### config.mk
export PLATFORM = sky130hd
export DESIGN_NAME = product_bcd_conv
export DESIGN_NICKNAME = d
export VERILOG_FILES = /design/src/rtl/product_bcd_conv.sv
export SDC_FILE = /design/constraint.sdc
export NUM_CORES = 1
export LEC_CHECK = 0
export ABC_AREA = 1
export CAP_MARGIN = 20
export CORE_AREA = 2 2 80 158
export CTS_BUF_LIST = sky130_fd_sc_hd__clkbuf_8 sky130_fd_sc_hd__clkbuf_16
export CTS_CLUSTER_DIAMETER = 120
export DETAILED_ROUTE_END_ITERATION = 10
export DIE_AREA = 0 0 82 160
export DONT_BUFFER_PORTS = 1
export GPL_ROUTABILITY_DRIVEN = 0
export HOLD_SLACK_MARGIN = 0.03
export MAX_ROUTING_LAYER = met4
export PLACE_DENSITY = 0.69
export SYNTH_ARGS = -nofsm -noshare
export SYNTH_HDL_FRONTEND = slang
export SYNTH_SLANG_ARGS = --single-unit
### constraint.sdc
create_clock -name Clock -period 1.8 [get_ports Clock]
set_input_delay 0.09 -clock Clock [delete_from_list [all_inputs] [get_ports Clock]]
set_output_delay 0.09 -clock Clock [all_outputs]
set_load 0.005 [all_outputs]
### src/rtl/product_bcd_conv.sv
`default_nettype none
// ============================================================================
//  Module   : product_bcd_conv
//  Brief    : Serial double-dabble converter from a signed multiplier product
//             to sign + BCD magnitude, one bit per clock.
//  Revision : 1.0 - initial release
// ============================================================================
module product_bcd_conv #(
  parameter int N      = 32,
  parameter int DIGITS = 10
) (
  input  logic                  Clock,
  input  logic                  Reset_n,
  input  logic                  iValid,
  input  logic [N-1:0]          iProduct,
  output logic                  oReady,
  output logic                  oValid,
  output logic                  oNeg,
  output logic [4*DIGITS-1:0]   oBCD,
  output logic                  oBusy
);

  localparam int                 C_CNT_W = $clog2(N + 1);
  localparam logic [C_CNT_W-1:0] C_LAST  = C_CNT_W'(N - 1);

  typedef enum logic [1:0] {
    IDLE  = 2'd0,
    SHIFT = 2'd1,
    DONE  = 2'd2
  } state_t;

  state_t                r_state;
  state_t                w_state_next;
  logic [N-1:0]          r_mag;
  logic [4*DIGITS-1:0]   r_bcd;
  logic [C_CNT_W-1:0]    r_cnt;
  logic                  r_neg;

  logic [N-1:0]          w_mag_in;
  logic [4*DIGITS-1:0]   w_adj;
  logic [4*DIGITS-1:0]   w_bcd_shift;
  logic                  w_last;

  // Two's-complement negate; the most negative value maps to 2^(N-1) unsigned.
  assign w_mag_in = iProduct[N-1] ? (~iProduct + {{(N-1){1'b0}}, 1'b1}) : iProduct;
  assign w_last   = (r_cnt == C_LAST);

  for (genvar d = 0; d < DIGITS; d++) begin : g_digit
    logic [3:0] w_dig;
    assign w_dig           = r_bcd[4*d +: 4];
    assign w_adj[4*d +: 4] = (w_dig >= 4'd5) ? (w_dig + 4'd3) : w_dig;
  end

  assign w_bcd_shift = (w_adj << 1) | {{(4*DIGITS-1){1'b0}}, r_mag[N-1]};

  always_ff @(posedge Clock or negedge Reset_n) begin
    if (!Reset_n) begin
      r_state <= IDLE;
    end else begin
      r_state <= w_state_next;
    end
  end

  always_comb begin
    w_state_next = r_state;
    oReady       = 1'b0;
    oBusy        = 1'b0;
    oValid       = 1'b0;
    case (r_state)
      IDLE: begin
        oReady = 1'b1;
        if (iValid) begin
          w_state_next = SHIFT;
        end
      end
      SHIFT: begin
        oBusy = 1'b1;
        if (w_last) begin
          w_state_next = DONE;
        end
      end
      DONE: begin
        oValid       = 1'b1;
        w_state_next = IDLE;
      end
      default: begin
        w_state_next = IDLE;
      end
    endcase
  end

  // Published result is only loaded on the final iteration, so it holds
  // the previous conversion throughout IDLE and SHIFT.
  always_ff @(posedge Clock or negedge Reset_n) begin
    if (!Reset_n) begin
      r_mag <= '0;
      r_bcd <= '0;
      r_cnt <= '0;
      r_neg <= 1'b0;
      oBCD  <= '0;
      oNeg  <= 1'b0;
    end else begin
      case (r_state)
        IDLE: begin
          if (iValid) begin
            r_neg <= iProduct[N-1];
            r_mag <= w_mag_in;
            r_bcd <= '0;
            r_cnt <= '0;
          end
        end
        SHIFT: begin
          r_bcd <= w_bcd_shift;
          r_mag <= r_mag << 1;
          r_cnt <= r_cnt + 1'b1;
          if (w_last) begin
            oBCD <= w_bcd_shift;
            oNeg <= r_neg;
          end
        end
        default: begin
        end
      endcase
    end
  end

endmodule
`default_nettype wire

==> results summary, run 1 <==
The worst setup path is captured at a register. The count of buffers added on input and output ports is 0. The count of unique library cells instantiated by Yosys is 33.

The CTS clock-pin slew for the worst setup and hold paths is 60 ps. The clock latency reported for the late side of the worst-skew pair came out at 410 ps. In this run the core area contains 57 standard-cell rows. The worst-case vdd ir drop is 1.047 mV.

The final setup violation count came out at 0. The cell sitting at the root of the clock tree is a sky130_fd_sc_hd__clkbuf_16. The worst clock skew is 10.54 ps. Of the post-synthesis cell area, the dominant cell type holds 47.59%. TritonCTS created 17 clock buffers. The cell at the slowest stage of the critical path is sky130_fd_sc_hd__dfrtp_1.

From synthesis to final layout, the design area changed by 16.09%. The count of final max-slew check failures came out at 0. The required time of the critical path came out at 2120 ps. Measured against its own limit, the worst slew margin works out to 28.23%. Entering global routing, the biggest net connects 123 pins. The post-DP HPWL is 9.884 mm. The critical path is of the reg2reg type. Of the cells placed in the final design, the portion with a size suffix greater than 1 is 8.722%.

The initial core utilization is 53.54%. The worst setup path startpoint is r_cnt[0]. The global-route wire length before repair is 25.47 mm. The routed wire length came out at 15.06 mm.

The total vias in the final route is 5,519. After technology mapping, the gate count stands at 789. The maximum fanout encountered on the critical timing path came out at 59. The number of warning messages in the yosys log came out at 0. The repair_antennas step left the layout with diodes totalling 0.

The transition time at the pin with the least slew margin is 1077 ps. The number of maximum-capacitance constraint violations is 0. The largest buffer count on any clock path is 2. Of the available clock period, the critical path in the final layout requires 93.48%. The filler-free cell count of the finished design came out at 984.

The count of nets left with antenna violations once routing finished came out at 0. The completed layout was analyzed and its total power is 12.94 mW. After detailed routing, the average wire length per cell comes to 15.30 microns.

The number of vias per cell after detailed routing is 5.609. The height of the die came out at 160 microns. In this run the power density over the cells is 1737 nW/um^2. The setup TNS after final layout came out at 0 ps.

The number of nets at the end of the flow is 881. The number of cells on the worst reg-to-reg path is 10. The startpoint identified for the worst register-to-register timing path is r_cnt[0].

Sequential elements use 47.59% of the synthesized area. In this run, the number of DRC markers left after iteration 0 of detailed routing was 469. The count of boundary I/O pins is 79. The smallest setup slack after layout is 117.4 ps. The number of cells after detailed placement is 918. The leakage power of the design is 3.589 nW. The number of buffers inserted for hold repair after clock tree synthesis is 32. Counting every net in the synthesized netlist gives 846. The total track usage came out at 25.40%. The synthesized flop and latch total came out at 122. The run finished, with violations left. On the critical path the largest part of the delay comes from simple AND/OR/NAND/NOR gates. The area of the die came out at 13,120 sq um. TritonCTS built the clock tree. Sorting the synthesized cells by area gives the leading types as sky130_fd_sc_hd__dfrtp_1 (48%), sky130_fd_sc_hd__nand2_1 (11%), sky130_fd_sc_hd__o21ai_0 (5.8%). The placeable core region is 11,980 sq um.

In the layout the commonest cells are sky130_fd_sc_hd__nand2_1 (186), sky130_fd_sc_hd__dfrtp_1 (122), sky130_fd_sc_hd__inv_1 (81). The final critical delay including setup and external delays is 1683 ps. In this run the mean area of a mapped cell was 8.130 sq um. The arrival time reported for the critical path endpoint is 2010 ps.

The library cell used most frequently in the layout, excluding fill and tap cells, is sky130_fd_sc_hd__nand2_1. The initial antenna violation count came out at 0. The final hold violation count came out at 122. The horizontal die dimension came out at 82 microns.

The number of global-route vias before repair is 5,480. The number of detailed-route iterations in the first pass is 8. CTS built an H-tree with a depth of 4. Static timing analysis puts the maximum clock frequency at 0.5943 GHz. The count of clock tree sinks is 122. The critical path contains buffers and inverters numbering 3 combined.

The tightest hold path in the finished design has a slack of -628.0 ps. The area of the mapped netlist is 6415 sq um. The residual DRC count is 0.

The register-to-register setup slack is 120 ps. The critical path's largest stage delay is 380 ps. The final reports fail on hold timing.

The launching element type of the critical path is a register. The endpoint identified for the worst register-to-register timing path is oBCD[24]. The largest total area in the synthesized netlist belongs to sky130_fd_sc_hd__dfrtp_1.

The total non-filler cell area in the finished layout is 7447 sq um. The minimum setup slack after placement is 172.0 ps. Traced cell by cell, the critical path runs through ha_1, nand2_1, inv_2, nand2_2, nor2_2, nand2_2, nor2_4, inv_2, buf_12, o21ai_0.

The instance area at placement came out at 6553 sq um. After global routing the overflow that remains totals 0. Setup repair after global routing could not meet its margin everywhere.

The min-delay analysis places its worst path in the category in2async.
[routing by layer]
layer	track usage, %	share of wire, %
met5	-	0
met4	10.23	2.2
met3	6.667	5.4
met2	37.07	49
met1	33.51	44
[state kept, by name (all words and copies together), names as in the netlist]
| signal | cells |
|---|---|
| oBCD | 40 |
| r_cnt | 6 |
| r_neg | 1 |
| r_bcd | 40 |
| oNeg | 1 |
| r_state | 2 |
| r_mag | 32 |
[per-stage QoR]
step / utilization (%) / hold WS (ps)
5_1_grt: 62.16 / -646.6
3_3_place_gp: 54.69 / -202.5
4_1_cts: 61.97 / -642.4
2_1_floorplan: - / -205.6
6_report: 62.16 / -628.0
3_5_place_dp: 54.69 / -202.8
[final cells by class]
cell class / count / area, sq um
fill: 1024 / 4534
sequential: 122 / 3053
multi-input combinational: 550 / 2879
timing repair buffer: 46 / 452.9
clock buffer: 17 / 425.4
inverter: 87 / 326.6
tap: 147 / 183.9
clock inverter: 15 / 126.4
[how the worst max path moves through the flow]
stage / endpoint / slack [ps] / cells past startpoint
after floorplan: oBCD[14] / 280 / 12
after global placement: r_bcd[14] / 240 / 7
after detailed placement: oBCD[24] / 170 / 10
after CTS: r_mag[6] / 5 / 5
after global routing: oBCD[29] / -30 / 11
final: oBCD[24] / 120 / 10
[synthesized netlist by cell type (all sizes together)]
cell,number
nand2,190
dfrtp,122
o21ai,101
inv,87
nor2,52
nand3,46
o22ai,39
a21oi,28
a22oi,24
buf,24
ha,22
xor2,17
or2,9
nand4,7
nor3,7
clkbuf,6
o31ai,2
a22o,1
nand2b,1
o211ai,1
o221ai,1
o311ai,1
xnor2,1
[repair_timing]
action                                 4_1_cts  5_1_grt
setup buffers                                0        2
setup endpoints to repair                    0       15
endpoints found under the hold margin      155      122
resized for setup                            0        2
[power breakdown]
part | internal, mW | total (mW) | switching (mW) | leakage, nW
Clock | 1.89 | 3.14 | 1.25 | 0.257
Sequential | 4.06 | 4.88 | 0.818 | 1.45
Combinational | 1.89 | 4.92 | 3.03 | 1.88
[logic make-up after synthesis]
group	synth area share [%]
buf+inv	7.607
xor+xnor	2.458
fa+ha+maj	4.291
flops	47.59
compound gates	17.55
simple gates	20.50
(Power assumes the default switching activity.)
==> inputs of run 2 (changes only) <==
--- a/config.mk
+++ b/config.mk
@@ -7,16 +7,15 @@
 export LEC_CHECK = 0
 export ABC_AREA = 1
 export CAP_MARGIN = 20
-export CORE_AREA = 2 2 80 158
+export CORE_AREA = 2 2 99 197
 export CTS_BUF_LIST = sky130_fd_sc_hd__clkbuf_8 sky130_fd_sc_hd__clkbuf_16
 export CTS_CLUSTER_DIAMETER = 120
 export DETAILED_ROUTE_END_ITERATION = 10
-export DIE_AREA = 0 0 82 160
+export DIE_AREA = 0 0 101 199
 export DONT_BUFFER_PORTS = 1
 export GPL_ROUTABILITY_DRIVEN = 0
 export HOLD_SLACK_MARGIN = 0.03
 export MAX_ROUTING_LAYER = met4
-export PLACE_DENSITY = 0.69
 export SYNTH_ARGS = -nofsm -noshare
 export SYNTH_HDL_FRONTEND = slang
 export SYNTH_SLANG_ARGS = --single-unit
==> constraint.sdc (replaced) <==
create_clock -name Clock -period 1.47 [get_ports Clock]
set_input_delay 0.0735 -clock Clock [delete_from_list [all_inputs] [get_ports Clock]]
set_output_delay 0.0735 -clock Clock [all_outputs]
set_load 0.005 [all_outputs]
==> run 2 against run 1 <==
  * The flow finishes with violations (hold timing, setup timing)
  * Combinational power grew 70%
  * Highest routed layer unchanged
  * Hold slack worse by 17 ps
  * Non-clock buffer count grew 79
  * Final cell count grew 15%
  * Wire length grew 22%
  * Sequential share of layout area down 6.0 points
  * Die area rose by 53%
  * Sequential power up 24%
  * Setup slack worse by 190 ps
  * First-iteration DRC count fell by 59%
  * Design area up 17%
  * Clock power up 46%
==> results summary, run 2 (synthesized netlist as in run 1, its figures left out) <==
The largest buffer count on any clock path is 2. The number of global-route vias before repair came out at 5,947. Entering global routing, the biggest net connects 123 pins. The CTS clock-pin slew for the worst setup and hold paths came out at 60 ps. The end of the worst register-to-register path is oBCD[20]. The clock drives 122 sinks. After floorplanning, the core was sized to cover 18,660 sq um. The number of maximum-capacitance constraint violations is 0. The worst clock skew came out at 7.775 ps.

The initial core utilization came out at 34.39%. STA classifies the critical path startpoint as a register. The residual antenna-violating net count after detailed routing came out at 0. The maximum fanout encountered on the critical timing path came out at 33. The horizontal die dimension is 101 microns. The final hold violation count is 122. The count of buffers added on input and output ports is 0. The area of the die is 20,100 sq um. Cells with a size suffix above 1 make up 21.72% of the layout.

Relative to the synthesized area, the layout overhead comes to 36.12%. The worst slew slack as a fraction of its limit is 74.51%. The instance area at placement came out at 7103 sq um. The smallest setup slack after layout is -68.63 ps. The clock share of power came out at 24.2%.

The HPWL after detailed placement is 12.27 mm. The residual DRC count came out at 0. The power per standard cell area came out at 2175 nW/um^2. The startpoint identified for the worst register-to-register timing path is r_cnt[0]. The maximum operating frequency came out at 0.6499 GHz. The cell at the slowest stage of the critical path is sky130_fd_sc_hd__dfrtp_1. For this run, the post-layout net count is 960. The most common cell after layout, fill and taps aside is sky130_fd_sc_hd__nand2_1. The average wire length per cell after detail routing came out at 16.14 microns.

TritonCTS built the clock tree. The internal power summed over all cells came out at 11.71 mW. The critical path's largest stage delay is 350 ps.

The arrival time reported for the critical path endpoint is 1830 ps. The number of cells after detailed placement is 1,039. The total power after layout is 18.99 mW.

The leakage power of the design came out at 4.109 nW. The number of buffers created by CTS is 17. The switching part of the total is 38.34%.

The top cell types in the final layout, fill and taps aside, are sky130_fd_sc_hd__nand2_1 (175), sky130_fd_sc_hd__dfrtp_1 (121), sky130_fd_sc_hd__inv_1 (72). The transition time at the pin with the least slew margin is 381.0 ps. The root buffer cell chosen for the clock tree is sky130_fd_sc_hd__clkbuf_16.

The net switching power is 7.283 mW. 0 antenna diodes ended up in the layout. The DRC marker count from the first detailed-route iteration came out at 191. The largest registers in the layout are oBCD (40), r_bcd (40), r_mag (32). The register-to-register setup slack came out at -70 ps. The deepest level of the CTS H-tree is 4. The worst-case vdd ir drop came out at 0.7187 mV. For the worst flop-to-flop path, the logic depth is 11. Once layout is done, the placed cells without fillers occupy 8732 sq um. The number of vias per cell after detailed routing is 5.164. Setup violations remaining at the end of the flow were counted as 40. Setup repair after global routing could not meet its margin everywhere. The critical path is of the reg2reg type. The run finished, with violations left. The final critical delay including setup and external delays came out at 1539 ps. The count of boundary I/O pins is 79. The routed wire length came out at 18.32 mm. The classification of the worst-slack hold path is in2async.

The later pin in the worst-skew pair is clocked with a latency of 420 ps. Summing over every cut layer, the via total after detailed routing is 5,861. The number of cell rows is 71.

The register share of total power is 31.9%. The number of buffers and inverters on the critical path came out at 3. The required time of the critical path came out at 1760 ps.

The count of final max-slew check failures came out at 0. The final reports fail on hold timing, setup timing. The number of detailed-route iterations in the first pass is 5. The worst setup path is captured at a register. The global-route wire length before repair came out at 28.75 mm.

The height of the die is 199 microns. The setup TNS after final layout is -1087 ps. The total track usage is 19.09%. The minimum setup slack after placement is -113.1 ps. The initial antenna violation count is 0. The final core utilization is 46.81%. The combinational share of power came out at 43.9%. Among cell families on the critical path, the largest total delay comes from simple AND/OR/NAND/NOR gates. The total overflow left after global routing is 0. The finished layout holds 1,135 standard cells, fillers aside. The tightest hold margin came out at -645.3 ps. Traced cell by cell, the critical path runs through ha_2, nand2_1, inv_2, nand2_2, nor2_4, nand2_2, nor2_4, inv_4, buf_12, nand2_1, o21ai_0. The share of the cycle needed by the critical path after routing came out at 104.7%.
-- run 2: cell types whose count changed in the layout (fill, tap and decap cells not counted), sizes merged --
| cell | delta |
|---|---|
| bufinv | +4 |
| dlygate4sd3 | +19 |
| inv | -1 |
| dlymetal6s4s | -1 |
| clkinvlp | -2 |
| clkinv | -2 |
| clkbuf | +2 |
| buf | +60 |
-- run 2: worst max-delay path by stage --
stage,to,startpoint,cells past startpoint
floorplan,oBCD[14],r_cnt[0],12
CTS,oBCD[34],r_cnt[0],11
global placement,oBCD[30],r_bcd[29],7
finish,oBCD[20],r_cnt[0],11
global route,oBCD[15],r_cnt[0],11
detailed placement,oBCD[30],r_bcd[29],7
-- run 2: worst reg2reg max path: cells and delay by family (launching register included) --
| family | cells | cell delay [ps] |
|---|---|---|
| fa+ha+maj | 1 | 180 |
| simple gates | 6 | 500 |
| buf+inv | 3 | 310 |
| flops | 1 | 350 |
| compound gates | 1 | 70 |
-- run 2: what timing repair did --
action / in CTS / in global routing
pin swaps: 4 / 31
endpoints found under the hold margin: 155 / 123
resized for setup: 31 / 80
endpoints found under the setup margin: 53 / 103
hold buffers: 51 / 1
gates cloned: 0 / 1
setup buffers: 2 / 11
-- run 2: power by group through the flow --
stage	clock [mW]	combinational, mW	sequential (mW)
2_1_floorplan	0	4.69	5.73
3_3_place_gp	0	6.65	6.02
3_5_place_dp	0	6.83	6.04
4_1_cts	4.68	7.38	6.01
5_1_grt	4.81	9.36	6.23
6_report	4.60	8.35	6.05
-- run 2: routing by layer --
| metal | share of wire [%] | GRT usage [%] | wire, microns |
|---|---|---|---|
| met1 | 36 | 17.78 | 6506 |
| met2 | 56 | 35.01 | 10240 |
| met3 | 3.1 | 3.408 | 563 |
| met4 | 5.5 | 12.06 | 1011 |
| met5 | 0 | - | 0 |
-- run 2: area by class of cell --
class	count	area, sq um
fill	1807	9923
multi-input combinational	550	3231
sequential	122	3054
timing repair buffer	125	1197
clock buffer	18	439.2
inverter	87	332.8
tap	219	274.0
clock inverter	14	203.9
==> inputs of run 3 (changes only) <==
--- a/config.mk
+++ b/config.mk
@@ -6,16 +6,17 @@
 export NUM_CORES = 1
 export LEC_CHECK = 0
 export ABC_AREA = 1
-export CAP_MARGIN = 20
+export BUFFER_PORTS_ARGS = -buffer_cell sky130_fd_sc_hd__buf_2
+export CAP_MARGIN = 10
 export CORE_AREA = 2 2 99 197
 export CTS_BUF_LIST = sky130_fd_sc_hd__clkbuf_8 sky130_fd_sc_hd__clkbuf_16
 export CTS_CLUSTER_DIAMETER = 120
 export DETAILED_ROUTE_END_ITERATION = 10
 export DIE_AREA = 0 0 101 199
-export DONT_BUFFER_PORTS = 1
 export GPL_ROUTABILITY_DRIVEN = 0
 export HOLD_SLACK_MARGIN = 0.03
 export MAX_ROUTING_LAYER = met4
+export SETUP_SLACK_MARGIN = 0.02
 export SYNTH_ARGS = -nofsm -noshare
 export SYNTH_HDL_FRONTEND = slang
 export SYNTH_SLANG_ARGS = --single-unit
==> run 3 against run 2 <==
  * Sequential share of layout area fell by 3.2 points
  * Flip-flop and latch count stayed put
  * Die area is the same
  * Utilization grew 4.6 points
  * Final cell count is 7.5% higher
  * The flow finishes with violations (setup timing)
  * Global-route usage increased by 0.49 points
  * Clock power fell by 3%
  * Via count rose by 6.6%
  * Maximum frequency is 3.9% lower
  * Clock-buffer cell count grew 1
  * Highest routed layer unchanged
  * First-iteration DRC count rose by 9.9%
  * Non-clock buffer count is 84 higher
==> results summary, run 3 (synthesized netlist as in run 1, its figures left out) <==
The number of global-route vias before repair came to 6,348. The number of antenna cells inserted came out at 0. The number of port buffers is 78. The maximum operating frequency is 0.6244 GHz. The count of clock tree sinks is 122. The global-route wire length before repair is 29.68 mm. The required time of the critical path came out at 1790 ps. The residual DRC count is 0.

The number of detailed-route iterations in the first pass is 4. The minimum setup slack after placement came out at -105.8 ps. The clock tree from TritonCTS is built. The final setup violation count came out at 45.

STA classifies the critical path endpoint as a register. The checks that failed: setup timing. The worst-case vdd ir drop came out at 1.127 mV. The area of the die came out at 20,100 sq um. The total track usage is 19.58%. The share of cells above drive strength 1 came out at 34.87%. The cell at the root of the clock tree is sky130_fd_sc_hd__clkbuf_16. Max-cap violations in this run came to 0.

Leaving out fill and tap cells, the most frequent cells in the layout are sky130_fd_sc_hd__nand2_1 (176), sky130_fd_sc_hd__dfrtp_1 (122), sky130_fd_sc_hd__inv_1 (77). The initial core utilization is 34.39%. The number of vias per cell after detailed routing is 5.122.

The flow ran to the end, but the final reports show violations. The classification of the worst-slack hold path is in2reg. After layout, the minimum clock period comes to 1602 ps.

The residual antenna-violating net count after detailed routing came out at 0. The clock latency reported for the late side of the worst-skew pair came out at 420 ps. The post-DP HPWL came out at 12.86 mm. Dividing the final minimum period by the clock period gives 109.0%. The largest buffer count on any clock path came out at 2.

In this run the horizontal extent of the chip is 101 microns. Leaving out fill and tap cells, the most frequent cell in the layout is sky130_fd_sc_hd__nand2_1. The average wire length per cell after detail routing is 16.10 microns.

Setup total negative slack on the finished layout was measured at -2192 ps. Setup repair after global routing could not meet its margin everywhere. The number of buffers created by CTS came out at 17. The arrival time reported for the critical path endpoint came out at 1920 ps. The power per standard cell area is 2226 nW/um^2. The DRC marker count from the first detailed-route iteration is 210. The transition time at the pin with the least slew margin is 379.3 ps. The count of boundary I/O pins came out at 79.

The smallest setup slack after layout is -131.6 ps. The total vias in the final route came out at 6,249. In the final layout, the registers with the most flip-flops are oBCD (40), r_bcd (40), r_mag (32). The worst slew slack as a fraction of its limit came out at 74.52%. The count of final max-slew check failures came to 0. STA classifies the critical path startpoint as a register. The routed wire length is 19.64 mm. The H-tree was split into 4 levels. The maximum fanout encountered on the critical timing path came out at 16.

The final global-route overflow total came out at 0. The synthesis-to-layout area growth is 49.64%. The number of cell rows is 71. Clock-pin slew was measured on the worst setup and hold paths at 60 ps. The core region is 18,660 sq um. The count of filler cells inserted in the layout came out at 1,732.

The initial antenna violation count is 0. The final hold violation count came out at 0. The worst clock skew came out at 6.048 ps. The largest net degree at the start of global routing is 39. The floorplan step set the die height to 199 microns. The worst setup path is of the reg2reg kind. The leakage power of the design came out at 4.633 nW.

For this run, the post-layout net count is 1,045.
## run 3: changes by cell type in the layout (fill, tap and decap cells not counted), moves of 5 or more
cell	delta
sky130_fd_sc_hd__o21ai_0	-20
sky130_fd_sc_hd__inv_2	-6
sky130_fd_sc_hd__inv_1	+5
sky130_fd_sc_hd__buf_2	+76
sky130_fd_sc_hd__buf_4	+12
sky130_fd_sc_hd__o22ai_2	+21
sky130_fd_sc_hd__a22oi_2	+23
sky130_fd_sc_hd__dlygate4sd3_1	-24
sky130_fd_sc_hd__o21ai_1	+17
sky130_fd_sc_hd__a22oi_1	-23
sky130_fd_sc_hd__o22ai_1	-22
sky130_fd_sc_hd__buf_6	+10
sky130_fd_sc_hd__clkbuf_16	+5
## run 3: cell type report
class,count,area [sq um],share of cell area (%)
timing repair buffer,209,1780,18.55
sequential,122,3053,31.80
clock inverter,13,175.2,1.825
inverter,87,334.1,3.480
clock buffer,19,452.9,4.718
timing repair inverter,1,11.26,0.1173
tap,219,274.0,2.855
multi-input combinational,550,3518,36.65
## run 3: report_power, final
group / total (mW) / internal [mW] / switching (mW)
clock network: 4.46 / 2.91 / 1.55
logic: 10.9 / 5.20 / 5.70
registers: 6.01 / 4.98 / 1.04
## run 3: through the flow
stage | util, % | std cells | power (mW) | cell area (sq um) | hold WS (ps)
3_3_place_gp | 40.93 | 1133 | 13.40 | 7636 | 15.39
2_1_floorplan | - | 789 | 10.42 | 6415 | -222.1
6_report | 51.46 | 1220 | 21.37 | 9599 | 52.32
5_1_grt | 51.46 | 1220 | 22.94 | 9599 | 64.02
3_5_place_dp | 40.93 | 1133 | 13.61 | 7636 | 14.89
4_1_cts | 46.85 | 1197 | 18.85 | 8740 | 35.06
## run 3: per-layer routing
metal / GRT usage [%] / vias to the layer above / share of wire, %
met5: - / - / 0
li1: - / 3037 / -
met3: 3.619 / 70 / 2.8
met2: 35.33 / 157 / 57
met4: 13.11 / 0 / 5.9
met1: 18.36 / 2985 / 35
## run 3: worst paths after layout
| path | from | endpoint | slack, ps | cells past startpoint |
|---|---|---|---|---|
| max in group asynchronous | Reset_n | oNeg | 810 | 3 |
| setup reg to reg | r_cnt[0] | oBCD[20] | -130 | 10 |
| min in group asynchronous | Reset_n | r_bcd[21] | 110 | 2 |
| hold reg to reg | oNeg | oNeg | 470 | 2 |
| hold / removal | iProduct[23] | r_mag[23] | 50 | 4 |
| setup / recovery | r_cnt[0] | oBCD[20] | -130 | 10 |
## run 3: critical path: stages, from the launching register on
cell and delay [ps]:
sky130_fd_sc_hd__dfrtp_1 360, sky130_fd_sc_hd__ha_1 170, sky130_fd_sc_hd__nand2_1 70, sky130_fd_sc_hd__inv_2 70, sky130_fd_sc_hd__nand2_2 70, sky130_fd_sc_hd__nor2_4 100
sky130_fd_sc_hd__nand2_2 70, sky130_fd_sc_hd__nor2_4 110, sky130_fd_sc_hd__inv_4 90, sky130_fd_sc_hd__buf_12 160, sky130_fd_sc_hd__o21ai_0 220
## run 3: timing repair
item | 4_1_cts | 5_1_grt
pin swaps | 10 | 21
hold buffers | 26 | 0
gates cloned | 2 | 9
gates resized for setup | 42 | 153
endpoints found under the setup margin | 65 | 87
buffers inserted | 4 | 17
endpoints found under the hold margin | 148 | 0
